**config.mk**
```make
export PLATFORM = sky130hd
export DESIGN_NAME = fetch_unit
export DESIGN_NICKNAME = d
export VERILOG_FILES = /design/src/rtl/fetch_unit.sv
export SDC_FILE = /design/constraint.sdc
export NUM_CORES = 1
export LEC_CHECK = 0
export ABC_AREA = 1
export CORE_MARGIN = 4
export CORE_UTILIZATION = 25
export DETAILED_ROUTE_END_ITERATION = 8
export GPL_ROUTABILITY_DRIVEN = 0
export PLACE_DENSITY_LB_ADDON = 0.15
export SLEW_MARGIN = 0
export SYNTH_ARGS = -nofsm -noshare
export SYNTH_HDL_FRONTEND = slang
export SYNTH_SLANG_ARGS = --single-unit
```
**constraint.sdc**
```tcl
create_clock -name CLK_FT -period 6.2 [get_ports CLK_FT]
set_input_delay 1.24 -clock CLK_FT [delete_from_list [all_inputs] [get_ports CLK_FT]]
set_output_delay 1.24 -clock CLK_FT [all_outputs]
set_load 0.05 [all_outputs]
```
**src/rtl/fetch_unit.sv**
```systemverilog
// -----------------------------------------------------------------------------
// fetch_unit
//
// Purpose:
//   Program ROM front end. It holds a DEPTH x IW program memory that is filled
//   through a load port and then read one instruction per request through a
//   fetch port. A small FSM sequences the unit through three phases:
//     LOAD : program is being written; fetches are ignored.
//     RUN  : memory is read-only; fetches return mem[P_COUNT] one cycle later.
//     HALT : entered after an HLT word (top nibble 4'b1111) is delivered; the
//            unit sits idle until a new load write arrives.
//
// Ports:
//   CLK_FT      in   1   clock, all state changes on the rising edge
//   RESET_N     in   1   asynchronous active-low reset
//   LOAD_EN     in   1   write LOAD_DATA to LOAD_ADDR this cycle
//   LOAD_ADDR   in   AW  program write address
//   LOAD_DATA   in   IW  program write data
//   LOAD_FINISH in   1   end of program load, move to RUN
//   P_COUNT     in   AW  fetch address
//   FETCH_REQ   in   1   request a fetch of mem[P_COUNT]
//   STALL       in   1   freeze all fetch-side outputs and the FSM (RUN only)
//   PROM_OUT    out  IW  registered fetched instruction
//   PROM_VALID  out  1   PROM_OUT holds a fresh instruction this cycle
//   ADDR_ERR    out  1   registered pulse: previous access was out of range
//   READY       out  1   high only while in RUN
// -----------------------------------------------------------------------------
module fetch_unit #(
   parameter int IW    = 15,
   parameter int AW    = 8,
   parameter int DEPTH = 16
) (
   input  logic          CLK_FT,
   input  logic          RESET_N,
   input  logic          LOAD_EN,
   input  logic [AW-1:0] LOAD_ADDR,
   input  logic [IW-1:0] LOAD_DATA,
   input  logic          LOAD_FINISH,
   input  logic [AW-1:0] P_COUNT,
   input  logic          FETCH_REQ,
   input  logic          STALL,
   output logic [IW-1:0] PROM_OUT,
   output logic          PROM_VALID,
   output logic          ADDR_ERR,
   output logic          READY
);

   // Index width into the memory array; DEPTH <= 2**AW so IDXW <= AW.
   localparam int IDXW = (DEPTH > 1) ? $clog2(DEPTH) : 1;
   // Depth as an AW+1 bit value so DEPTH == 2**AW still compares correctly.
   localparam logic [AW:0] LP_DEPTH = (AW+1)'(DEPTH);

   typedef enum logic [1:0] {
      ST_LOAD = 2'd0,
      ST_RUN  = 2'd1,
      ST_HALT = 2'd2
   } state_t;

   state_t        r_state;
   state_t        w_state_next;

   logic [IW-1:0] r_prom_out;
   logic          r_prom_valid;
   logic          r_addr_err;

   logic [IW-1:0] w_prom_out_next;
   logic          w_prom_valid_next;
   logic          w_addr_err_next;

   logic          w_load_in_range;
   logic          w_fetch_in_range;
   logic          w_mem_we;
   logic [IW-1:0] w_rd_word;
   logic          w_rd_is_hlt;

   // Program store. It is deliberately left out of the reset so a program
   // survives a reset pulse; it starts out all-zero at power-up.
   logic [IW-1:0] r_mem [DEPTH] = '{default: '0};

   // -------------------------------------------------------------------------
   // Address range decode
   // -------------------------------------------------------------------------
   assign w_load_in_range  = ({1'b0, LOAD_ADDR} < LP_DEPTH);
   assign w_fetch_in_range = ({1'b0, P_COUNT}   < LP_DEPTH);

   // The word being fetched is needed before the edge so an HLT can steer the
   // FSM into HALT on the same edge that registers it into PROM_OUT. An
   // out-of-range fetch reads as zero (NOP) rather than wrapping.
   assign w_rd_word   = w_fetch_in_range ? r_mem[P_COUNT[IDXW-1:0]] : '0;
   assign w_rd_is_hlt = (w_rd_word[IW-1 -: 4] == 4'b1111);

   // -------------------------------------------------------------------------
   // Memory write port (load side only)
   // -------------------------------------------------------------------------
   always_ff @(posedge CLK_FT) begin
      if (w_mem_we) begin
         r_mem[LOAD_ADDR[IDXW-1:0]] <= LOAD_DATA;
      end
   end

   // -------------------------------------------------------------------------
   // State and output registers
   // -------------------------------------------------------------------------
   always_ff @(posedge CLK_FT or negedge RESET_N) begin
      if (!RESET_N) begin
         r_state      <= ST_LOAD;
         r_prom_out   <= '0;
         r_prom_valid <= 1'b0;
         r_addr_err   <= 1'b0;
      end else begin
         r_state      <= w_state_next;
         r_prom_out   <= w_prom_out_next;
         r_prom_valid <= w_prom_valid_next;
         r_addr_err   <= w_addr_err_next;
      end
   end

   // -------------------------------------------------------------------------
   // Next-state and next-output logic
   // -------------------------------------------------------------------------
   always_comb begin
      w_state_next      = r_state;
      w_prom_out_next   = r_prom_out;
      w_prom_valid_next = r_prom_valid;
      w_addr_err_next   = r_addr_err;
      w_mem_we          = 1'b0;

      case (r_state)
         ST_LOAD: begin
            // STALL and FETCH_REQ have no meaning while loading.
            w_prom_valid_next = 1'b0;
            w_mem_we          = LOAD_EN & w_load_in_range;
            w_addr_err_next   = LOAD_EN & ~w_load_in_range;
            // A write in the finishing cycle still lands (w_mem_we above).
            if (LOAD_FINISH) begin
               w_state_next = ST_RUN;
            end
         end

         ST_RUN: begin
            // STALL freezes everything, including a pending ADDR_ERR, so the
            // defaults above (hold) are exactly what is wanted.
            if (!STALL) begin
               if (FETCH_REQ) begin
                  w_prom_out_next   = w_rd_word;
                  w_prom_valid_next = 1'b1;
                  w_addr_err_next   = ~w_fetch_in_range;
                  if (w_rd_is_hlt) begin
                     w_state_next = ST_HALT;
                  end
               end else begin
                  w_prom_valid_next = 1'b0;
                  w_addr_err_next   = 1'b0;
               end
            end
         end

         ST_HALT: begin
            // Only a load write wakes the unit; LOAD_FINISH alone is ignored.
            w_prom_valid_next = 1'b0;
            w_mem_we          = LOAD_EN & w_load_in_range;
            w_addr_err_next   = LOAD_EN & ~w_load_in_range;
            if (LOAD_EN) begin
               w_state_next = ST_LOAD;
            end
         end

         default: begin
            w_state_next      = ST_LOAD;
            w_prom_valid_next = 1'b0;
            w_addr_err_next   = 1'b0;
         end
      endcase
   end

   // -------------------------------------------------------------------------
   // Outputs
   // -------------------------------------------------------------------------
   assign PROM_OUT   = r_prom_out;
   assign PROM_VALID = r_prom_valid;
   assign ADDR_ERR   = r_addr_err;
   assign READY      = (r_state == ST_RUN);

endmodule

```
# Word-level counts from Yosys, hierarchy flattened
# Memory sizes are Yosys's and may differ from the RTL's.
# Index checks and enable logic that the tools add are counted.
# Widths: inputs -> output; s select.
[op_classes]
muxes = 16
n_eq_ne = 8
n_div = 0
magnitude_cmp = 2
n_shift = 0
mul = 0
n_addsub = 0
n_bitwise = 5
n_reduce_logical = 4
[ops]
columns = ["operator", "n"]
rows = [
  ["$lt 8x5->1 const B", 2],
  ["$mux 15", 1],
  ["$mux 2", 5],
  ["$mux 1", 8],
  ["$ne 2x2->1 const B", 4],
  ["$pmux 2 s3", 1],
  ["$reduce_and 5->1", 1],
  ["$eq 4x4->1 const B", 1],
  ["$not 1->1", 3],
  ["$reduce_and 3->1", 1],
  ["$and 1x1->1", 2],
  ["$eq 2x1->1 const B", 1],
  ["$eq 2x2->1 const B", 1],
  ["$logic_not 2->1", 1],
  ["$ne 2x1->1 const B", 1],
  ["$pmux 1 s2", 1],
  ["$reduce_or 2->1", 1],
]
[totals]
memories = 1
out_inout_bits = 18
input_bits = 37
latch_bits = 0
ramBits = 240
elab_cells = 40
register_bits = 19
romBits = 0
[mem_list]
columns = ["name", "words", "width", "read_ports", "rd_clocked_by_memory_dff", "wr", "line_no", "text"]
rows = [
  ["r_mem", 16, 15, 1, 0, 1, "78", "logic [IW-1:0] r_mem [DEPTH] = '{default: '0};"],
]

# Depth between registers and ports, before layout
[logic_depth]
ltp_word = 7
depth_mapped = 13
ltp_nobuf = 12

# Worst setup path before layout
# No wires, ideal clock.
[synth_path]
path_kind = "input-to-reg"
start = "input LOAD_ADDR[5]"
end = "memory r_mem[0][0], enable pin"
n_path_buf = 0
stages = 5
required_time_ns = 5.814
arrival_ns = 2.622
setup_slack_ns = 3.192
setup_ns = 0.386
path_cell_list = "nor4_1 -> inv_1 -> nor2_1 -> nand3_1 -> nor2_1"
[synth_via]
elab_chain_cells = 5
[synth_rtl]
columns = ["element", "line_no", "text"]
rows = [
  ["from (decl)", "36", "input logic [AW-1:0] LOAD_ADDR,"],
  ["$lt 8x5->1", "83", "assign w_load_in_range = ({1'b0, LOAD_ADDR} < LP_DEPTH);"],
  ["$and 1x1->1", "132, 161", ""],
  ["$mux 1", "n/a", ""],
  ["$mux 1", "96", "if (w_mem_we) begin"],
  ["$mux 1 (implied by the code)", "97", "r_mem[LOAD_ADDR[IDXW-1:0]] <= LOAD_DATA;"],
  ["to (decl)", "78", ""],
]
# Every way passes these cells.

# Final worst setup path
[layout_path]
start = "input P_COUNT[0]"
end = "register r_prom_out[3], in the netlist PROM_OUT[3]"
[layout_via]
elab_chain_cells = 2
elab_cells_between_ends = 3
[layout_rtl]
columns = ["element", "line_no", "text"]
rows = [
  ["from (decl)", "39", "input logic [AW-1:0] P_COUNT,"],
  ["$lt 8x5->1 / $mem_v2 16x15 (equally long branches)", "n/a", ""],
  ["$mux 15 (*)", "89", "assign w_rd_word = w_fetch_in_range ? r_mem[P_COUNT[IDXW-1:0]] : '0;"],
  ["to (signal assigned)", "112", "r_prom_out <= w_prom_out_next;"],
  ["to (decl)", "62", "logic [IW-1:0] r_prom_out;"],
]
# Every way passes the cells marked *; elsewhere a longest branch is shown, timed or not.
# A chain may end at the register's enable or synchronous reset.

==> results_dict.tcl <==
set metrics [dict create \
    status "complete, no violations" \
    use_met1 0.189 \
    grt_pass1_vias 6337 \
    fin_skew_ns 0.0171 \
    busiest_layer "met2" \
    antenna_left 0 \
    min_period_over_period 0.611 \
    post-route-drc-count 0 \
    cp_num_cells 9 \
    nets 923 \
    grt_overflow_total 0 \
    dieWidth_um 212 \
    finalNonFillerCells 1438 \
    finalSetupViolCount 0 \
    fp-row-count 74 \
    initial_core_util 0.254 \
    antenna_found_initial 0 \
    cts_buffer_depth 3 \
    cts_sinks 259 \
    startpoint_type "primary input" \
    holdBufCountCts 0 \
    drive_gt1_frac 0.0806 \
    cts_setup_buffers 0 \
    grt_use_met3 0.0193 \
    area_growth_pct 17.8 \
    worst_slack_ns 2.41 \
    clk_latency_ns 0.55 \
    place_inst 1387 \
    setup-tns-final_ns 0 \
    route.vias.total 6522 \
    finalCriticalPeriod_ns 3.79 \
    htreeDepth 1 \
    numPortBuffers 54 \
    hp-class "reg -> reg" \
    diodes 0 \
    drtIter0Drc 548 \
    post_drt_wl_per_cell_um 21.2 \
    critPathLaunch "P_COUNT[0]" \
    yosys_warnings 0 \
    yosysTopAreaCell "edfxtp_1" \
    slowest_delay_ns 0.88 \
    cts_resized 0 \
    slew_violations 0 \
    pwr-share-clk 0.401 \
    gr-usage-all-layers 0.133 \
    cts_tree "built" \
    p_comb_frac 0.099 \
    syn_area_um2 10400 \
    end_kind "flip-flop" \
    netlist-cell-type-count 28 \
    max_cap_viol_count 0 \
    crit_slowest_cell "clkinv_2" \
    ys_seq_area_frac 0.737 \
    reg2reg_from "r_state[0]" \
    wl_um 30400 \
    switchingPower_uw 967 \
    numCtsBuffers 29 \
    tightestPinTransition_ns 1.07 \
    whs_path_depth 2 \
    required_ns 6.63 \
    synth.area.top_cells "edfxtp_1 (69%), nand2_1 (5.0%), o21ai_0 (5.0%)" \
    core_um2 41000 \
    place_ws_ns 1.82 \
    p_int_uw 2930 \
    dp_hpwl_um 18500 \
    globalRouteMet2Util 0.218 \
    leakagePower_uw 0.00419 \
    pin_count 55 \
    path_class "in -> reg" \
    synth_seq_cells 259 \
    vdd_drop_max_v 0.000186 \
    yosys.area.top_type_share 0.691 \
    powerDensity_nw_per_um2 318 \
    path_cells "buf_4 -> clkinv_2 -> buf_4 -> o21ai_0 -> o221ai_1 -> o21ai_0 -> a21oi_1 -> nand2_1 -> nand2_1" \
    p_seq_frac 0.500 \
    die_h_um 212 \
    crit_family "buffers and inverters" \
    viasPerCell 4.54 \
    dr.pass1.iters 5 \
    slew_headroom 0.283 \
    grt_pass1_wl_um 44500 \
    holdCritStartpoint "PROM_OUT[8]" \
    avgSynthCellArea_um2 12.3 \
    syn_inst 845 \
    grt_setup_unrepaired "no" \
    p_sw_frac 0.248 \
    grt_max_degree 73 \
    root_buffer "clkbuf_16" \
    cts.clk_slew.worst_paths_ns 0.06 \
    max_freq_mhz 264 \
    cp.arrival_ns 4.22 \
    die-area_um2 45000 \
    critPathBufInv 3 \
    syn_nets 882 \
    crit_path_max_fanout 72 \
    hold_viol 0 \
    reg2regPathDepth 5 \
]
[power by group through the flow]
stage	sequential [uW]	clock, uW	combinational [uW]
floorplan	2040	0	173
global placement	1990	0	394
detailed placement	1990	0	391
CTS	1950	1590	392
global route	1950	1680	419
finish	1950	1560	385
[tightest hold or removal path: cells and delay by family (launching register included)]
family | cells | cell delay (ns)
AND/OR/NAND/NOR | 2 | 0.11
flip-flops | 1 | 0.34
[final timing paths]
check,endpoint,slack (ns)
min in group asynchronous,PROM_OUT[12],1.27
max in group asynchronous,PROM_OUT[5],4.27
hold reg to reg,PROM_OUT[8],0.48
setup / recovery,PROM_OUT[3],2.41
setup reg to reg,r_mem[0][10],3.67
hold / removal,PROM_OUT[8],0.48
[routing by layer]
metal,wire (um),share of wire
met2,14400,0.47
met3,1230,0.040
met1,14300,0.47
met5,0,0
met4,541,0.018
[cell usage after synthesis]
cell,number
a21oi_1,11
buf_1,1
buf_2,19
buf_4,5
buf_6,6
buf_8,1
clkbuf_1,17
clkbuf_2,1
clkinv_1,1
dfrtp_1,19
edfxtp_1,240
inv_1,38
inv_2,5
mux2_2,1
nand2_1,139
nand3_1,48
nor2_1,122
nor2_2,1
nor2_4,1
nor4_1,1
nor4_4,1
o211ai_1,1
o21ai_0,104
o21ai_1,15
o21bai_2,1
o221ai_1,22
o22ai_1,23
o311a_1,1
[stage by stage]
stage | total power (uW) | instance area (um^2) | utilization | hold slack (ns)
floorplan | 2210 | 10400 | - | 0.502
detailed placement | 2380 | 11400 | 0.279 | 0.474
global route | 4050 | 12300 | 0.299 | 0.511
finish | 3900 | 12300 | 0.299 | 0.485
CTS | 3940 | 12300 | 0.299 | 0.490
global placement | 2380 | 11400 | 0.279 | 0.470
[layout by cell type, fill, tap and decap left out]
cell,count
o21ai_0,104
dfrtp_1,19
o22ai_1,23
o21bai_2,1
clkbuf_1,2
o221ai_1,22
nor2_1,106
buf_4,6
clkinv_1,11
o311a_1,1
mux2_2,1
bufinv_16,1
clkdlybuf4s50_1,52
nand3_1,48
o21ai_1,15
inv_2,4
nor2_2,17
a21oi_1,11
clkbuf_16,29
nand2_1,139
clkinv_2,10
o211ai_1,1
nor4_1,1
edfxtp_1,240
buf_2,1
nor4_4,1
inv_1,38
buf_12,1
nor2_4,1
[logic make-up after synthesis]
group                  synth area share
DFF                               0.737
and+or+nand+nor                   0.121
AOI/OAI and AO/OA                0.0974
muxes                           0.00108
buffers and inverters            0.0434
[layout make-up]
type	count	area, um^2
fillers	4113	28700
repair buffers	60	591
clock inverters	20	113
multi-input cells	492	2330
flip-flops and latches	259	7680
well taps	532	666
inverters	44	166
clock buffers	31	733
[flip-flops by register name, indices dropped and copies added, names as in the netlist]
| name | cells |
|---|---|
| PROM_VALID | 1 |
| ADDR_ERR | 1 |
| r_mem | 240 |
| r_state | 2 |
| PROM_OUT | 15 |
Note: power is estimated with default switching activity, not from simulation.
